## src/rtl/key_event_fifo.sv

```systemverilog
// PS/2 scan-code decoder feeding a first-word-fall-through FIFO of make codes.
// Define KEY_EVENT_TYPEMATIC_EN to enqueue typematic repeats of a held key.
module key_event_fifo #(
    parameter int DEPTH = 8,
    parameter int AW    = 3
) (
    input  logic          clk,
    input  logic          reset,
    input  logic [7:0]    scan_code,
    input  logic          scan_code_ready,
    output logic [7:0]    out_code,
    output logic          out_valid,
    input  logic          out_ready,
    output logic [AW:0]   count,
    output logic          overflow
);

    typedef enum logic [1:0] {
        IDLE    = 2'd0,
        BRK     = 2'd1,
        EXT     = 2'd2,
        EXT_BRK = 2'd3
    } state_t;

    localparam logic [7:0]  CODE_BREAK = 8'hF0;
    localparam logic [7:0]  CODE_EXT   = 8'hE0;
    localparam logic [AW:0] L_FULL     = (AW+1)'(DEPTH);

    state_t          r_state;
    state_t          w_state_next;
    logic            r_rdy_q;
    logic [7:0]      r_last_make;
    logic [7:0]      r_mem [DEPTH];
    logic [AW-1:0]   r_wptr;
    logic [AW-1:0]   r_rptr;
    logic [AW:0]     r_count;
    logic            r_overflow;

    logic            w_event;
    logic            w_make;
    logic            w_brk_clear;
    logic            w_push;
    logic            w_pop;
    logic            w_full;
    logic            w_wr;

    // The rising edge of the receiver's ready level is the only event source.
    assign w_event = scan_code_ready & ~r_rdy_q;

    always_ff @(posedge clk) begin
        if (reset) begin
            r_state     <= IDLE;
            r_rdy_q     <= 1'b1;
            r_last_make <= 8'h00;
        end else begin
            r_state <= w_state_next;
            r_rdy_q <= scan_code_ready;
            if (w_make)
                r_last_make <= scan_code;
            else if (w_brk_clear)
                r_last_make <= 8'h00;
        end
    end

    always_comb begin
        w_state_next = r_state;
        w_make       = 1'b0;
        w_brk_clear  = 1'b0;
        if (w_event) begin
            case (r_state)
                IDLE: begin
                    if (scan_code == CODE_BREAK)
                        w_state_next = BRK;
                    else if (scan_code == CODE_EXT)
                        w_state_next = EXT;
                    else
                        w_make = 1'b1;
                end
                BRK: begin
                    w_state_next = IDLE;
                    w_brk_clear  = (scan_code == r_last_make);
                end
                EXT: begin
                    w_state_next = (scan_code == CODE_BREAK) ? EXT_BRK : IDLE;
                end
                default: begin
                    w_state_next = IDLE;
                end
            endcase
        end
    end

`ifdef KEY_EVENT_TYPEMATIC_EN
    assign w_push = w_make;
`else
    // A repeat of the key still held down is suppressed until its break code.
    assign w_push = w_make && !((r_last_make != 8'h00) && (scan_code == r_last_make));
`endif

    assign w_full = (r_count == L_FULL);
    assign w_pop  = out_valid & out_ready;
    // When full, a simultaneous pop frees the slot the push will occupy.
    assign w_wr   = w_push && (!w_full || w_pop);

    always_ff @(posedge clk) begin
        if (w_wr)
            r_mem[r_wptr] <= scan_code;
    end

    always_ff @(posedge clk) begin
        if (reset) begin
            r_wptr     <= '0;
            r_rptr     <= '0;
            r_count    <= '0;
            r_overflow <= 1'b0;
        end else begin
            if (w_wr)
                r_wptr <= r_wptr + AW'(1);
            if (w_pop)
                r_rptr <= r_rptr + AW'(1);
            case ({w_wr, w_pop})
                2'b10:   r_count <= r_count + (AW+1)'(1);
                2'b01:   r_count <= r_count - (AW+1)'(1);
                default: r_count <= r_count;
            endcase
            if (w_push && w_full && !w_pop)
                r_overflow <= 1'b1;
        end
    end

    assign out_code  = r_mem[r_rptr];
    assign out_valid = (r_count != '0);
    assign count     = r_count;
    assign overflow  = r_overflow;

endmodule
```

## config.mk

```make
export PLATFORM = sky130hd
export DESIGN_NAME = key_event_fifo
export DESIGN_NICKNAME = d
export VERILOG_FILES = /design/src/rtl/key_event_fifo.sv
export SDC_FILE = /design/constraint.sdc
export NUM_CORES = 1
export LEC_CHECK = 0
export CORE_UTILIZATION = 40
export DETAILED_ROUTE_END_ITERATION = 10
export GPL_ROUTABILITY_DRIVEN = 0
export PLACE_DENSITY_LB_ADDON = 0.25
export SYNTH_ARGS = -nofsm -noshare
export SYNTH_HDL_FRONTEND = slang
export SYNTH_SLANG_ARGS = --single-unit
export TNS_END_PERCENT = 20
```

## constraint.sdc

```tcl
create_clock -name clk -period 3.41 [get_ports clk]
set_input_delay 0.682 -clock clk [delete_from_list [all_inputs] [get_ports clk]]
set_output_delay 0.682 -clock clk [all_outputs]
set_load 0.1 [all_outputs]
```

==> impl_metrics.env, run 1 <==
export IMPL_pwr_share_seq_pct=43.8
export IMPL_antenna_cells=0
export IMPL_hold_viol_final=0
export IMPL_yosysWarnings=0
export IMPL_regArea_sq_mm=0.002422
export IMPL_ys_seq_area_share_pct=64.64
export IMPL_setup_violations=0
export IMPL_cp_data_arrival_time_ns=3.26
export IMPL_path_class="input pin to flop"
export IMPL_power_net_switching_uw=976.5
export IMPL_dpl_hpwl_mm=4.784
export IMPL_areaGrowthSynthToFinish_pct=18.76
export IMPL_die_area_sq_mm=0.009759
export IMPL_h_tree_depth=3
export IMPL_yosys_top_cells_area="edfxtp_1, dfxtp_1, mux4_2"
export IMPL_grt_pass1_vias=2123
export IMPL_numCtsBuffers=9
export IMPL_fin_nets=312
export IMPL_ios=26
export IMPL_antenna_found_initial=0
export IMPL_stdcell_count=408
export IMPL_hold_path_class="flop to flop"
export IMPL_synth_largest_area_cell="edfxtp_1"
export IMPL_grt_use_total_pct=16.06
export IMPL_yosysMostFrequentCell="edfxtp_1"
export IMPL_holdBufCountCts=0
export IMPL_outcome="finished clean"
export IMPL_fin_setup_tns_ns=0
export IMPL_synth_flop_cell="edfxtp_1"
export IMPL_crit_chain="clkdlybuf4s50_1 > buf_4 > xnor2_1 > nand4_1 > nor3_1 > buf_4 > nor3_4 > inv_4 > ha_1 > xor2_1 > ha_1 > a21oi_1 > xor2_1 > or3_1 > a21oi_1"
export IMPL_cp_num_cells=15
export IMPL_first_pass_iters=4
export IMPL_min_path_cells=2
export IMPL_post_cts_buffers=0
export IMPL_reg2reg_depth=13
export IMPL_p_total_uw=2803
export IMPL_fillers=751
export IMPL_synth_common_cells="edfxtp_1, dfxtp_1, mux4_2"
export IMPL_p_int_uw=1826
export IMPL_core_area_sq_mm=0.008891
export IMPL_clk_pin_slew_worst_paths_ns=0.09
export IMPL_synth_cells=242
export IMPL_die_w_um=98.79
export IMPL_ys_types=38
export IMPL_synth_avg_cell_area_sq_um=15.48
export IMPL_yosysTopAreaCellShare_pct=51.29
export IMPL_cts_resized=0
export IMPL_synth_top_family_by_area="multiplexers"
export IMPL_synth_mux_area_share_pct=12.85
export IMPL_avgRoutedWirePerCell_um=17.55
export IMPL_slowest_stage="clkdlybuf4s50_1"
export IMPL_synth_simple_area_share_pct=12.52
export IMPL_powerDensity_mw_per_mm2=629.8
export IMPL_pwr_share_comb_pct=31.6
export IMPL_grt_overflow_total=0
export IMPL_critPathMaxStageDelay_ns=0.46
export IMPL_cts_tree="built"
export IMPL_worstSkewPairLatency_ns=0.36
export IMPL_required_ns=3.71
export IMPL_synth_compound_area_share_pct=3.506
export IMPL_synthArstFlopShare_pct=0
export IMPL_leakage_uw=0.001474
export IMPL_multi_input_area_sq_mm=0.001271
export IMPL_maxSlewViolCount=0
export IMPL_netlist_area_sq_mm=0.003747
export IMPL_critPathTopFamily="buffers and inverters"
export IMPL_ys_ff_latch=89
export IMPL_clock_sinks=89
export IMPL_io_buffer_count=25
export IMPL_die_height_um=98.79
export IMPL_rsz0062_at_grt="no"
export IMPL_sw_frac_of_total_pct=34.84
export IMPL_post_route_period_util_pct=86.76
export IMPL_endpoint_kind="flop"
export IMPL_dr_total_vias=2149
export IMPL_cp_max_fo=11
export IMPL_worst_slew_pin_slew_ns=0.9702
export IMPL_irDropWorstVdd_mv=0.3572
export IMPL_row_count=34
export IMPL_drc=0
export IMPL_utilization_pct=50.06
export IMPL_grt_pass1_wl_mm=11.43
export IMPL_viasPerCell=5.267
export IMPL_cts_root_buffer="clkbuf_8"
export IMPL_yosys_area_share_adder_pct=1.669
export IMPL_p_clk_share_pct=24.6
export IMPL_worstSetupStartpointType="input pin"
export IMPL_drive_gt1_share_pct=29.33
export IMPL_ant_nets=0
export IMPL_max_freq_mhz=338.0
export IMPL_maxCapViolCount=0
export IMPL_drt_total_wl_mm=7.161
export IMPL_period_minus_slack_ns=2.958
export IMPL_start_util_pct=42.15
export IMPL_place_inst=392
export IMPL_synth_edf_count=64
export IMPL_synthesis_nets=259
export IMPL_finClkSkew_ns=0.01006
export IMPL_grt_max_degree=26
export IMPL_relSlewSlack_pct=35.12
export IMPL_drt_iter0_markers=73
export IMPL_timing_critical_path_buf_inv=4
export IMPL_synth_xor_area_share_pct=3.272
export IMPL_cts_path_max_buffers=2
[through the flow]
stage	hold slack, ns	setup WS [ns]	cell area (sq um)
final	0.4528	0.4517	4451
after global routing	0.4840	0.2622	4451
after CTS	0.4548	0.4329	4451
after detailed placement	0.4393	0.07200	4263
after global placement	0.4366	0.1166	4263
after floorplan	0.4541	0.2383	3751
[worst register-to-register path, cell delays in order, from the launching register on]
cell and delay [ns]:
dfxtp_1 0.34, or4_1 0.52, nor2_1 0.11, nor3_1 0.06
buf_4 0.15, nor3_4 0.27, inv_4 0.05, ha_1 0.20
xor2_1 0.15, ha_1 0.19, a21oi_1 0.15, xor2_1 0.09
or3_1 0.31, a21oi_1 0.14
[placed cells by master, fill, tap and decap left out, drive strengths merged, types with 2 or more instances in the layout]
cell type	instances
o21ai	4
nor2	12
clkinvlp	3
inv	5
edfxtp	64
or4	3
nor3	5
nor4	4
mux2	9
nand4	2
nor4b	5
nand3b	12
buf	39
or3	2
nand2	14
mux2i	2
nor2b	4
nand2b	3
clkbuf	11
clkdlybuf4s50	12
dfxtp	25
a21oi	14
ha	5
xor2	5
mux4	16
xnor2	9
[layout make-up]
| class | instances | area share (%) |
|---|---|---|
| tap | 108 | 3.036 |
| clock buffer | 11 | 2.952 |
| timing repair buffer | 51 | 9.277 |
| inverter | 5 | 0.4779 |
| clock inverter | 5 | 1.265 |
| sequential | 89 | 54.43 |
| multi-input combinational | 139 | 28.56 |
[flip-flops by register name, indices dropped and copies added (netlist names), named ones only]
register     cells
r_mem           64
r_last_make      8
count            4
r_rptr           3
r_wptr           3
r_state          2
overflow         1
r_rdy_q          1
[metal layers]
layer | global-route usage [%] | part of all wire (%) | vias to the layer above
li1 | - | - | 1036
met4 | 7.577 | 2.1 | 0
met5 | 0 | 0 | -
met2 | 25.98 | 49 | 39
met3 | 3.262 | 3.6 | 13
met1 | 20.83 | 45 | 1061
[cell families after synthesis]
group	Yosys count
muxes	27
adders and majority gates	5
AOI/OAI and AO/OA	22
DFF	89
and+or+nand+nor	71
xor gates and xnor gates	14
buffers and inverters	14
[worst paths after layout]
path	from	end	slack, ns
max	scan_code[1]	count[2]$_SDFFE_PP0P_	0.45
min	overflow$_SDFFE_PP0P_	overflow$_SDFFE_PP0P_	0.45
max reg2reg	r_last_make[6]$_SDFFE_PP0P_	count[2]$_SDFFE_PP0P_	0.65
min reg2reg	overflow$_SDFFE_PP0P_	overflow$_SDFFE_PP0P_	0.45
[power by group through the flow]
stage	clock, uW	combinational [uW]	sequential [uW]
CTS	712	900	1230
floorplan	0	636	1320
global placement	0	891	1250
detailed placement	0	897	1250
global route	752	935	1230
finish	690	887	1230
(Power assumes the default switching activity.)
==> inputs of run 2 (changes only) <==
- CORE_UTILIZATION: 40 -> 45
- CTS_CLUSTER_DIAMETER: not set -> 50
- clock period: 3.41 -> 3.3 ns (I/O delays scaled with it)
==> impl_metrics.env, run 2 (synthesis results as in run 1) <==
export IMPL_grt_max_degree=18
export IMPL_drive_gt1_share_pct=32.03
export IMPL_clock_sinks=89
export IMPL_worstSetupStartpointType="input pin"
export IMPL_final_cell_mix="edfxtp_1, buf_4, dfxtp_1"
export IMPL_reg2reg_depth=13
export IMPL_cts_path_max_buffers=2
export IMPL_first_pass_iters=4
export IMPL_drc=0
export IMPL_endpoint_kind="flop"
export IMPL_cp_data_arrival_time_ns=3.33
export IMPL_hp_start="overflow$_SDFFE_PP0P_"
export IMPL_largest_register="r_mem"
export IMPL_critPathMaxStageDelay_ns=0.68
export IMPL_core_area_sq_mm=0.007888
export IMPL_post_cts_buffers=0
export IMPL_holdBufCountCts=0
export IMPL_rr_startpoint="r_last_make[6]$_SDFFE_PP0P_"
export IMPL_min_to="overflow$_SDFFE_PP0P_"
export IMPL_worst_slew_pin_slew_ns=0.6393
export IMPL_cts_root_buffer="clkbuf_8"
export IMPL_numCtsBuffers=9
export IMPL_hold_viol_final=0
export IMPL_layout_commonest_cell="edfxtp_1"
export IMPL_required_ns=3.58
export IMPL_place_area_sq_mm=0.004398
export IMPL_grt_pass1_vias=2096
export IMPL_ios=26
export IMPL_reg2reg_to="count[2]$_SDFFE_PP0P_"
export IMPL_grt_pass1_wl_mm=11.52
export IMPL_viasPerCell=5.311
export IMPL_max_freq_mhz=327.5
export IMPL_io_buffer_count=25
export IMPL_areaGrowthSynthToFinish_pct=22.94
export IMPL_h_tree_depth=3
export IMPL_cts_resized=0
export IMPL_grt_use_total_pct=18.42
export IMPL_dpl_hpwl_mm=4.893
export IMPL_min_path_cells=2
export IMPL_antenna_found_initial=0
export IMPL_maxCapViolCount=0
export IMPL_antenna_cells=0
export IMPL_path_class="input pin to flop"
export IMPL_final_area_sq_mm=0.004607
export IMPL_fin_nets=318
export IMPL_start_util_pct=47.51
export IMPL_grt_overflow_total=0
export IMPL_relSlewSlack_pct=57.05
export IMPL_powerDensity_mw_per_mm2=664.6
export IMPL_dr_total_vias=2167
export IMPL_hold_path_class="flop to flop"
export IMPL_ant_nets=0
export IMPL_post_route_period_util_pct=92.54
export IMPL_ff2ff_setup_slack_ns=0.51
export IMPL_period_minus_slack_ns=3.054
export IMPL_largest_reg_flops=64
export IMPL_drt_iter0_markers=110
export IMPL_avgRoutedWirePerCell_um=17.75
export IMPL_maxSlewViolCount=0
export IMPL_crit_chain="clkdlybuf4s50_1 > xnor2_1 > nand4_1 > nor3_1 > buf_4 > nor3_4 > inv_4 > ha_1 > xor2_1 > ha_1 > a21oi_1 > xor2_1 > or3_1 > a21oi_1"
export IMPL_cp_max_fo=11
export IMPL_die_w_um=93.26
export IMPL_leakage_uw=0.001562
export IMPL_slowest_stage="clkdlybuf4s50_1"
export IMPL_setup_violations=0
export IMPL_irDropWorstVdd_mv=0.5118
export IMPL_drt_total_wl_mm=7.243
export IMPL_row_count=32
export IMPL_utilization_pct=58.41
export IMPL_clk_pin_slew_worst_paths_ns=0.10
export IMPL_die_height_um=93.26
export IMPL_finClkSkew_ns=0.01317
export IMPL_outcome="finished clean"
export IMPL_worstSkewPairLatency_ns=0.35
export IMPL_fillers=624
export IMPL_rsz0062_at_grt="no"
export IMPL_die_area_sq_mm=0.008697
export IMPL_cts_tree="built"
==> run 2: critical path: cells and delay by family <==
| kind | cells | cell delay, ns |
|---|---|---|
| buffers and inverters | 3 | 0.89 |
| XOR/XNOR | 3 | 0.49 |
| adder cells (fa/ha/maj) | 2 | 0.34 |
| AND/OR/NAND/NOR | 4 | 0.76 |
| AO/OA/AOI/OAI | 2 | 0.19 |
==> run 2: power breakdown <==
group / internal [uW] / switching, uW / total [uW]
clock: 365 / 415 / 779
combinational: 392 / 623 / 1010
sequential: 1230 / 37.2 / 1270
total: 1990 / 1070 / 3060
==> run 2: how the worst max path moves through the flow <==
stage                     startpoint  slack (ns)  depth (start not counted)               endpoint
5_1_grt                 scan_code[6]        0.05                         14  count[2]$_SDFFE_PP0P_
4_1_cts                 scan_code[6]        0.28                         14  count[2]$_SDFFE_PP0P_
6_report                scan_code[6]        0.25                         14  count[2]$_SDFFE_PP0P_
3_5_place_dp            scan_code[6]       -0.09                         14  count[2]$_SDFFE_PP0P_
3_3_place_gp            scan_code[6]       -0.02                         14  count[2]$_SDFFE_PP0P_
2_1_floorplan  count[1]$_SDFFE_PP0P_        0.13                         11  count[2]$_SDFFE_PP0P_
==> run 2: area by class of cell <==
cell class | count | area, sq um | share of cell area (%)
repair buffers | 57 | 555.5 | 12.06
clock inverters | 7 | 85.08 | 1.847
well taps | 102 | 127.6 | 2.770
inverters | 5 | 21.27 | 0.4617
flip-flops and latches | 89 | 2422 | 52.58
clock buffers | 9 | 123.9 | 2.689
multi-input cells | 139 | 1271 | 27.59
==> run 2: stage by stage <==
step	power (uW)	hold slack, ns	setup TNS (ns)	setup slack [ns]	cells
3_3_place_gp	2308	0.4383	-0.01555	-0.01555	392
4_1_cts	3090	0.4607	0	0.2777	408
6_report	3062	0.4612	0	0.2463	408
3_5_place_dp	2314	0.4456	-0.09431	-0.09431	392
5_1_grt	3185	0.4907	0	0.05336	408
2_1_floorplan	2024	0.4541	0	0.1283	242
==> run 2: per-layer routing <==
layer / vias up / share of wire (%) / routed length [um] / GRT usage (%)
met5: - / 0 / 0 / 0
met4: 0 / 1.2 / 85 / 6.538
met3: 8 / 4.3 / 310 / 3.008
met2: 58 / 48 / 3457 / 28.74
met1: 1052 / 47 / 3390 / 26.20
li1: 1049 / - / - / -
==> inputs of run 3 (changes only) <==
- CORE_UTILIZATION: 45 -> 58
- SETUP_SLACK_MARGIN: not set -> 0.05
==> impl_metrics.env, run 3 (synthesis results as in run 1) <==
export IMPL_antenna_cells=0
export IMPL_worstSetupStartpointType="input pin"
export IMPL_max_freq_mhz=327.5
export IMPL_grt_overflow_total=0
export IMPL_outcome="finished clean"
export IMPL_cts_root_buffer="clkbuf_8"
export IMPL_core_area_sq_mm=0.006061
export IMPL_powerDensity_mw_per_mm2=667.5
export IMPL_post_cts_buffers=0
export IMPL_multi_input_area_sq_mm=0.001271
export IMPL_largest_reg_flops=64
export IMPL_regArea_sq_mm=0.002422
export IMPL_final_area_sq_mm=0.004528
export IMPL_irDropWorstVdd_mv=0.5366
export IMPL_worst_slew_pin_slew_ns=0.7148
export IMPL_antenna_found_initial=0
export IMPL_period_minus_slack_ns=3.054
export IMPL_place_area_sq_mm=0.004334
export IMPL_top_usage_layer="met2"
export IMPL_first_pass_iters=6
export IMPL_viasPerCell=5.777
export IMPL_maxSlewViolCount=0
export IMPL_path_class="input pin to flop"
export IMPL_grt_pass1_wl_mm=10.98
export IMPL_cts_resized=0
export IMPL_final_cell_mix="edfxtp_1, buf_4, dfxtp_1"
export IMPL_drt_total_wl_mm=7.116
export IMPL_avgRoutedWirePerCell_um=18.88
export IMPL_fin_setup_tns_ns=0
export IMPL_row_count=28
export IMPL_grt_use_met2_pct=37.11
export IMPL_setup_ws_ns=0.2462
export IMPL_drc=0
export IMPL_use_met1_pct=31.16
export IMPL_ant_nets=0
export IMPL_leakage_uw=0.001532
export IMPL_largest_register="r_mem"
export IMPL_die_area_sq_mm=0.006786
export IMPL_h_tree_depth=3
export IMPL_grt_max_degree=19
export IMPL_layout_commonest_cell="edfxtp_1"
export IMPL_crit_chain="clkdlybuf4s50_1 > xnor2_1 > nand4_1 > nor3_1 > buf_4 > nor3_4 > inv_4 > ha_1 > xor2_1 > ha_1 > a21oi_1 > xor2_1 > or3_1 > a21oi_1"
export IMPL_post_route_period_util_pct=92.54
export IMPL_numCtsBuffers=9
export IMPL_holdBufCountCts=0
export IMPL_clk_pin_slew_worst_paths_ns=0.09
export IMPL_ios=26
export IMPL_clock_sinks=89
export IMPL_slowest_stage="clkdlybuf4s50_1"
export IMPL_critPathMaxStageDelay_ns=0.70
export IMPL_hold_path_class="flop to flop"
export IMPL_start_util_pct=61.83
export IMPL_critPathTopFamily="buffers and inverters"
export IMPL_dr_total_vias=2178
export IMPL_maxCapViolCount=0
export IMPL_grt_pass1_vias=2183
export IMPL_endpoint_kind="flop"
export IMPL_drive_gt1_share_pct=30.46
export IMPL_timing_critical_path_buf_inv=3
export IMPL_die_w_um=82.38
export IMPL_areaGrowthSynthToFinish_pct=20.83
export IMPL_worstSkewPairLatency_ns=0.35
export IMPL_die_height_um=82.38
export IMPL_fin_nets=314
export IMPL_setup_violations=0
export IMPL_hold_viol_final=0
export IMPL_dpl_hpwl_mm=4.769
export IMPL_cts_path_max_buffers=2
export IMPL_cp_max_fo=11
export IMPL_fillers=366
export IMPL_cts_tree="built"
export IMPL_cp_data_arrival_time_ns=3.34
export IMPL_relSlewSlack_pct=51.98
export IMPL_pre_cts_slack_ns=-0.09502
export IMPL_rsz0062_at_grt="no"
export IMPL_drt_iter0_markers=174
export IMPL_globalRouteMet3Util_pct=5.604
export IMPL_grt_use_total_pct=23.41
export IMPL_required_ns=3.59
export IMPL_io_buffer_count=25
export IMPL_finClkSkew_ns=0.008440
export IMPL_utilization_pct=74.71
## run 3: cell types whose count changed in the layout (fill, tap and decap cells not counted)
cell / previous run / this run
clkinv_4: 1 / 0
inv_6: 1 / 2
clkbuf_1: 0 / 1
buf_4: 38 / 34
inv_8: 2 / 0
clkinv_1: 0 / 1
## run 3: final cells by class
type	count	share of cell area, %
well taps	75	2.072
multi-input cells	139	28.07
inverters	5	0.4697
repair buffers	53	11.61
clock inverters	6	1.464
flip-flops and latches	89	53.50
clock buffers	10	2.818
## run 3: path summary, 6_finish.rpt
check / slack (ns) / startpoint / cells after the start / end
setup / recovery: 0.25 / scan_code[1] / 14 / count[2]$_SDFFE_PP0P_
hold / removal: 0.49 / overflow$_SDFFE_PP0P_ / 2 / overflow$_SDFFE_PP0P_
setup reg to reg: 0.55 / r_last_make[6]$_SDFFE_PP0P_ / 13 / count[2]$_SDFFE_PP0P_
hold reg to reg: 0.49 / overflow$_SDFFE_PP0P_ / 2 / overflow$_SDFFE_PP0P_
## run 3: worst reg2reg max path, stage by stage (launching register included)
cell and delay [ns]:
dfxtp_1 0.34, or4_1 0.53, nor2_1 0.12, nor3_1 0.05
buf_4 0.15, nor3_4 0.23, inv_4 0.04, ha_1 0.20
xor2_1 0.15, ha_1 0.18, a21oi_1 0.16, xor2_1 0.09
or3_1 0.31, a21oi_1 0.13
## run 3: power by group
group | switching, uW | internal (uW)
clock network | 387 | 353
logic | 623 | 391
registers | 37.2 | 1230
## run 3: routing by layer
metal  vias up  wire (um)  share of wire, %
li1       1040          -                 -
met1      1071       3250                46
met2        60       3428                48
met3         7        357               5.0
met4         0         79               1.1
met5         -          0                 0
## run 3: metrics by stage
step	hold WS, ns	std cells	total power (uW)
after floorplan	0.4541	242	2024
after global placement	0.4370	361	2302
after detailed placement	0.4797	361	2313
after CTS	0.4949	377	3038
after global routing	0.5107	377	3132
final	0.4853	377	3022
